## config.mk

```make
export PLATFORM = sky130hd
export DESIGN_NAME = param_sync_fifo
export DESIGN_NICKNAME = d
export VERILOG_FILES = /design/src/rtl/fifo_param_pkg.sv /design/src/rtl/fifo_dp_mem.sv /design/src/rtl/param_sync_fifo.sv
export SDC_FILE = /design/constraint.sdc
export NUM_CORES = 1
export LEC_CHECK = 0
export BUFFER_PORTS_ARGS = -buffer_cell sky130_fd_sc_hd__buf_2
export CORE_ASPECT_RATIO = 1.75
export CORE_UTILIZATION = 54
export DETAILED_ROUTE_END_ITERATION = 10
export PLACE_DENSITY = 0.72
export SYNTH_ARGS = -nofsm -noshare
export SYNTH_HDL_FRONTEND = slang
export SYNTH_HIERARCHICAL = 1
export SYNTH_SLANG_ARGS = --single-unit
```

## constraint.sdc

```tcl
create_clock -name clk -period 4.2 [get_ports clk]
set_input_delay 0.21 -clock clk [delete_from_list [all_inputs] [get_ports clk]]
set_output_delay 0.21 -clock clk [all_outputs]
set_load 0.02 [all_outputs]
```

## src/rtl/fifo_param_pkg.sv

```systemverilog
// Shared FIFO constants and read-mode type. Other environments import
// this package to size their scoreboards against the FIFO defaults.
package fifo_param_pkg;

    localparam int DEF_DATA_WIDTH = 8;
    localparam int DEF_ADDR_WIDTH = 4;
    localparam int DEF_AF_THRESH  = 14;
    localparam int DEF_AE_THRESH  = 2;
    localparam int DEF_FWFT       = 0;

    typedef enum logic {
        FIFO_STD  = 1'b0,
        FIFO_FWFT = 1'b1
    } fifo_mode_e;

    // Number of entries addressed by an ADDR_WIDTH-bit index.
    function automatic int fifo_depth(input int addr_width);
        return 1 << addr_width;
    endfunction

endpackage

```

## src/rtl/fifo_dp_mem.sv

```systemverilog
// FIFO storage: one synchronous write port and one read port whose
// timing depends on the FIFO read mode.
module fifo_dp_mem
    import fifo_param_pkg::*;
#(
    parameter int         DATA_WIDTH = DEF_DATA_WIDTH,
    parameter int         ADDR_WIDTH = DEF_ADDR_WIDTH,
    parameter fifo_mode_e MODE       = FIFO_STD
) (
    input  logic                  clk,
    input  logic                  rst,
    input  logic                  we,
    input  logic [ADDR_WIDTH-1:0] waddr,
    input  logic [DATA_WIDTH-1:0] wdata,
    input  logic                  re,
    input  logic [ADDR_WIDTH-1:0] raddr,
    output logic [DATA_WIDTH-1:0] rdata
);

    logic [DATA_WIDTH-1:0] mem [0:fifo_depth(ADDR_WIDTH)-1];

    // Write port; contents are deliberately not reset.
    always_ff @(posedge clk) begin
        if (we) begin
            mem[waddr] <= wdata;
        end
    end

    generate
        if (MODE == FIFO_STD) begin : g_reg_read
            logic [DATA_WIDTH-1:0] rdata_q;

            // Registered read: output updates only on an accepted read.
            always_ff @(posedge clk) begin
                if (rst) begin
                    rdata_q <= '0;
                end else if (re) begin
                    rdata_q <= mem[raddr];
                end
            end

            assign rdata = rdata_q;
        end else begin : g_async_read
            // Head word is presented continuously; rst/re have no role here.
            logic unused_ctrl;
            assign unused_ctrl = rst ^ re;
            assign rdata       = mem[raddr];
        end
    endgenerate

endmodule

```

## src/rtl/param_sync_fifo.sv

```systemverilog
// Parameterised single-clock FIFO with standard or first-word-fall-through
// read mode, occupancy count, threshold flags and sticky error flags.
module param_sync_fifo
    import fifo_param_pkg::*;
#(
    parameter int DATA_WIDTH = DEF_DATA_WIDTH,
    parameter int ADDR_WIDTH = DEF_ADDR_WIDTH,
    parameter int AF_THRESH  = DEF_AF_THRESH,
    parameter int AE_THRESH  = DEF_AE_THRESH,
    parameter int FWFT       = DEF_FWFT
) (
    input  logic                  clk,
    input  logic                  rst,
    input  logic                  wr_en,
    input  logic [DATA_WIDTH-1:0] wdata,
    input  logic                  rd_en,
    output logic [DATA_WIDTH-1:0] rdata,
    output logic                  rvalid,
    output logic                  full,
    output logic                  empty,
    output logic                  almost_full,
    output logic                  almost_empty,
    output logic [ADDR_WIDTH:0]   count,
    output logic                  overflow,
    output logic                  underflow,
    input  logic                  clr_err
);

    localparam int         DEPTH = fifo_depth(ADDR_WIDTH);
    localparam fifo_mode_e MODE  = (FWFT != 0) ? FIFO_FWFT : FIFO_STD;

    generate
        if (ADDR_WIDTH < 1 || AF_THRESH > DEPTH || AE_THRESH >= AF_THRESH) begin : g_param_err
            $error("param_sync_fifo: illegal ADDR_WIDTH/AF_THRESH/AE_THRESH combination");
        end
    endgenerate

    localparam logic [ADDR_WIDTH:0] AF_LVL = (ADDR_WIDTH+1)'(AF_THRESH);
    localparam logic [ADDR_WIDTH:0] AE_LVL = (ADDR_WIDTH+1)'(AE_THRESH);

    logic [ADDR_WIDTH:0]   wptr;
    logic [ADDR_WIDTH:0]   rptr;
    logic                  wr_acc;
    logic                  rd_acc;
    logic [DATA_WIDTH-1:0] mem_rdata;

    // Status derived straight from the registered pointers.
    assign empty        = (wptr == rptr);
    assign full         = (wptr[ADDR_WIDTH] != rptr[ADDR_WIDTH]) &&
                          (wptr[ADDR_WIDTH-1:0] == rptr[ADDR_WIDTH-1:0]);
    assign count        = wptr - rptr;
    assign almost_full  = (count >= AF_LVL);
    assign almost_empty = (count <= AE_LVL);

    // Full blocks writes and empty blocks reads, which also resolves the
    // simultaneous read/write cases at the two boundaries.
    assign wr_acc = wr_en && !full;
    assign rd_acc = rd_en && !empty;

    // Pointer advance on accepted operations.
    always_ff @(posedge clk) begin
        if (rst) begin
            wptr <= '0;
            rptr <= '0;
        end else begin
            if (wr_acc) begin
                wptr <= wptr + 1'b1;
            end
            if (rd_acc) begin
                rptr <= rptr + 1'b1;
            end
        end
    end

    // Sticky error flags; a new error in the clearing cycle takes priority.
    always_ff @(posedge clk) begin
        if (rst) begin
            overflow  <= 1'b0;
            underflow <= 1'b0;
        end else begin
            if (wr_en && full) begin
                overflow <= 1'b1;
            end else if (clr_err) begin
                overflow <= 1'b0;
            end
            if (rd_en && empty) begin
                underflow <= 1'b1;
            end else if (clr_err) begin
                underflow <= 1'b0;
            end
        end
    end

    fifo_dp_mem #(
        .DATA_WIDTH (DATA_WIDTH),
        .ADDR_WIDTH (ADDR_WIDTH),
        .MODE       (MODE)
    ) u_mem (
        .clk   (clk),
        .rst   (rst),
        .we    (wr_acc && !rst),
        .waddr (wptr[ADDR_WIDTH-1:0]),
        .wdata (wdata),
        .re    (rd_acc && !rst),
        .raddr (rptr[ADDR_WIDTH-1:0]),
        .rdata (mem_rdata)
    );

    generate
        if (MODE == FIFO_STD) begin : g_std
            logic rvalid_q;

            // One-cycle valid pulse following each accepted read.
            always_ff @(posedge clk) begin
                if (rst) begin
                    rvalid_q <= 1'b0;
                end else begin
                    rvalid_q <= rd_acc;
                end
            end

            assign rvalid = rvalid_q;
            assign rdata  = mem_rdata;
        end else begin : g_fwft
            // Head is visible whenever data is stored; zero while empty so
            // stale memory never leaks out after reset.
            assign rvalid = !empty;
            assign rdata  = empty ? '0 : mem_rdata;
        end
    endgenerate

endmodule

```

==> results.cfg <==
[pwr]
power.switching_fraction_pct = 22.9
worst_ir_drop_vdd_v = 0.000401
netSwitchingPower_mw = 0.791
power.density_cell_area_nw_per_um2 = 501
power_frac_comb_pct = 9.5
power_frac_clock_pct = 42.6
p_leak_nw = 2.27
internal-power_mw = 2.66
power.share.sequential_pct = 47.9

[final_layout]
syn2layout_area_growth_pct = 13.2
num-fill-cells = 801
leading_cell_type_in_the_layout_fill_and_taps_excluded = sky130_fd_sc_hd__edfxtp_1
antenna_diode_count = 0
mostFrequentLayoutCells = sky130_fd_sc_hd__edfxtp_1 (128), sky130_fd_sc_hd__mux2i_1 (66), sky130_fd_sc_hd__buf_2 (32)
drive_above_1_share_pct = 16.1
final_nets = 460

[worst_setup_path]
worst-r2r-cell-count = 7
cp_cell_sequence = inv_1, ha_1, nand4_1, o21ai_0, nor2_1, or3b_2, nor2_1
sort_of_element_at_the_start_of_the_critical_path = register
cpPeakStageDelay_ps = 540
timing.critical_path.slowest_stage_cell = sky130_fd_sc_hd__or3b_2
rrSetupSlack_ps = 1110
setup.worst_path.end_class = register
cpLargestDelayFamily = simple AND/OR/NAND/NOR gates
worst-path-buf-inv = 1
critical_path.reg2reg.startpoint = wptr[0]$_SDFFE_PP0N_
worst-setup-path-type = reg2reg
r2r_end = u_mem/mem[2][7]$_DFFE_PP_
required_ps = 4240
cp_max_fo = 10
worst_ep_arrival_time_ps = 3140
critPathMostFrequentCell = sky130_fd_sc_hd__nor2_1

[synth]
synth_top_flop_cell = sky130_fd_sc_hd__edfxtp_1
synth_edf_count = 128
yosys-top-cells-area = sky130_fd_sc_hd__edfxtp_1 (63%), sky130_fd_sc_hd__mux2i_1 (11%), sky130_fd_sc_hd__dfxtp_1 (6.9%)
synth.largest_area_cell = sky130_fd_sc_hd__edfxtp_1
syn_nets = 419
synth_warnings = 6
yosys_register_bits = 149
synthCells = 399
synth_seq_area_share_pct = 70.1
postSynth.asyncResetShare_pct = 0
syn_avg_cell_area_um2 = 15.2
netlist-cell-type-count = 40
synth_top_area_share_pct = 63.2
synth.cell_area_um2 = 6080

[die]
die_width_um = 82.2
die_y_um = 142
floorplan.core_area_um2 = 10800
start_util_pct = 56.2
core.rowCount = 50
die_area_um2 = 11700
top_level_ports = 33

[clock_network]
cell_chosen_for_the_clock_root = sky130_fd_sc_hd__clkbuf_16
cts_made_buffers = 17
clock_tree.buffer_depth = 2
worst_path_clk_slew_ps = 60
total_clock_sinks = 149
cts.htree.levels = 4
cts_hold_repair.buffers = 0
post_cts_buffers = 0
cts_tree = built
post_cts_resized = 0
worstSkewPairLatency_ps = 410

[sta]
worst_pin_slew_ps = 1230
setup_viol_count_final = 0
finClkSkew_ps = 8.30
fin_crit_ps = 3090
achievable-frequency_mhz = 323
finalMaxSlewViolations = 0
max_slew_margin_pct = 17.7
hold_viol = 0
period_utilization_pct = 73.7
timing.final.ws_setup_ps = 1110
grt_setup_unrepaired = no
finalSetupTns_ps = 0

[global_route]
first_global_vias = 3394
grt_start_max_net_pins = 67
grt_overflow = 0
grt_antenna_before_repair = 0
grt_pass1_wl_um = 18500
global_route.usage.total_pct = 23.4

[route]
drt_iter0_markers = 266
route.antenna.remaining_nets = 0
routed_wire_length_per_instance_um = 20.8
detail_route.wirelength_um = 12100
detail_route.vias_per_cell = 5.78
detailedRoute.firstPassIterationCount = 6
remaining_drc_errors = 0
num_vias = 3372

[place]
dp_worst_setup_slack_ps = 1130
globalplace.congestion = 0.847
numPortBuffers = 32
place.detailed.hpwl_um = 8200

[hold_path]
beginning_of_the_worst_hold_path = rd_en
worst_hold_path.endpoint = underflow$_SDFFE_PP0P_
worstHoldPathType = in2reg
timing.hold.worst_path_depth = 3

[run_status]
status = completed

[run]
max_cap_viol_count = 0
[cells in the mapped netlist (2+ instances only)]
cell                       count
sky130_fd_sc_hd__o211ai_1      2
sky130_fd_sc_hd__nand2b_1      2
sky130_fd_sc_hd__a21oi_1      15
sky130_fd_sc_hd__o21ai_0       4
sky130_fd_sc_hd__nor2b_1       4
sky130_fd_sc_hd__edfxtp_1    128
sky130_fd_sc_hd__nor3_1        4
sky130_fd_sc_hd__nor2_1       27
sky130_fd_sc_hd__nand3_1      26
sky130_fd_sc_hd__a21o_1        2
sky130_fd_sc_hd__mux2i_1      66
sky130_fd_sc_hd__nand2_1      20
sky130_fd_sc_hd__buf_8         3
sky130_fd_sc_hd__dfxtp_1      21
sky130_fd_sc_hd__nand3b_1      3
sky130_fd_sc_hd__ha_1          6
sky130_fd_sc_hd__or3_1         2
sky130_fd_sc_hd__buf_2         7
sky130_fd_sc_hd__xor2_1        3
sky130_fd_sc_hd__inv_1         6
sky130_fd_sc_hd__xnor2_1       4
sky130_fd_sc_hd__a22oi_1      24
sky130_fd_sc_hd__buf_12        2
sky130_fd_sc_hd__buf_6         2
[state kept, by name, indices dropped and copies added, names as in the netlist]
name and flops:
rptr 5, u_mem/mem 128, underflow 1, rvalid 1, overflow 1, wptr 5, u_mem/rdata 8
[kinds of logic (layout without fill, tap and decap cells)]
group | Yosys count | in the layout | share of synthesized area, %
mux | 66 | 66 | 10.9
compound gates | 52 | 52 | 5.68
xor+xnor | 9 | 9 | 1.54
fa+ha+maj | 7 | 7 | 1.56
simple gates | 95 | 95 | 7.47
flops | 149 | 149 | 70.1
buf+inv | 21 | 75 | 2.78
[layer usage]
layer,GRT usage [%],wire length [µm]
met1,26.6,4600
met2,39.4,6510
met3,5.71,526
met4,12.4,479
met5,0,0
[layout make-up]
type                    instances  area (µm²)  share of cell area (%)
clock buffers                  18         429                    6.23
clock inverters                14         159                    2.31
inverters                       6        22.5                   0.327
multi-input cells             229        1650                    23.9
flip-flops and latches        149        4270                    62.0
well taps                     130         163                    2.36
repair buffers                 37         198                    2.87
[metrics by stage]
| stage | power [mW] | instances | hold slack [ps] | utilization (%) | cell area (µm²) |
|---|---|---|---|---|---|
| after floorplan | 1.90 | 399 | 279 | - | 6080 |
| after global placement | 2.01 | 551 | 436 | 58.2 | 6300 |
| after detailed placement | 2.01 | 551 | 440 | 58.2 | 6300 |
| after CTS | 3.48 | 583 | 66.4 | 63.6 | 6890 |
| after global routing | 3.56 | 583 | 99.9 | 63.6 | 6890 |
| final | 3.45 | 583 | 76.2 | 63.6 | 6890 |
[tightest hold or removal path: stages]
cell	delay [ps]
sky130_fd_sc_hd__buf_2	110
sky130_fd_sc_hd__a21oi_1	60
sky130_fd_sc_hd__nor2_1	70
[power by group through the flow]
| stage | sequential, mW | clock, mW | combinational, mW |
|---|---|---|---|
| floorplan | 1.70 | 0 | 0.199 |
| global placement | 1.68 | 0 | 0.324 |
| detailed placement | 1.68 | 0 | 0.327 |
| CTS | 1.65 | 1.49 | 0.330 |
| global route | 1.66 | 1.54 | 0.358 |
| finish | 1.65 | 1.47 | 0.329 |
[worst max path at each step]
stage               slack (ps)  depth (start not counted)                 start                   endpoint
floorplan                 1270                          8  wptr[0]$_SDFFE_PP0N_               almost_empty
global placement          1300                          7  wptr[0]$_SDFFE_PP0N_  u_mem/mem[3][0]$_DFFE_PP_
detailed placement        1130                          7  wptr[0]$_SDFFE_PP0N_  u_mem/mem[3][2]$_DFFE_PP_
CTS                       1120                          7  wptr[0]$_SDFFE_PP0N_  u_mem/mem[3][6]$_DFFE_PP_
global route               860                          7  wptr[0]$_SDFFE_PP0N_  u_mem/mem[1][5]$_DFFE_PP_
finish                    1110                          7  wptr[0]$_SDFFE_PP0N_  u_mem/mem[2][7]$_DFFE_PP_
Note: power is estimated with default switching activity, not from simulation.
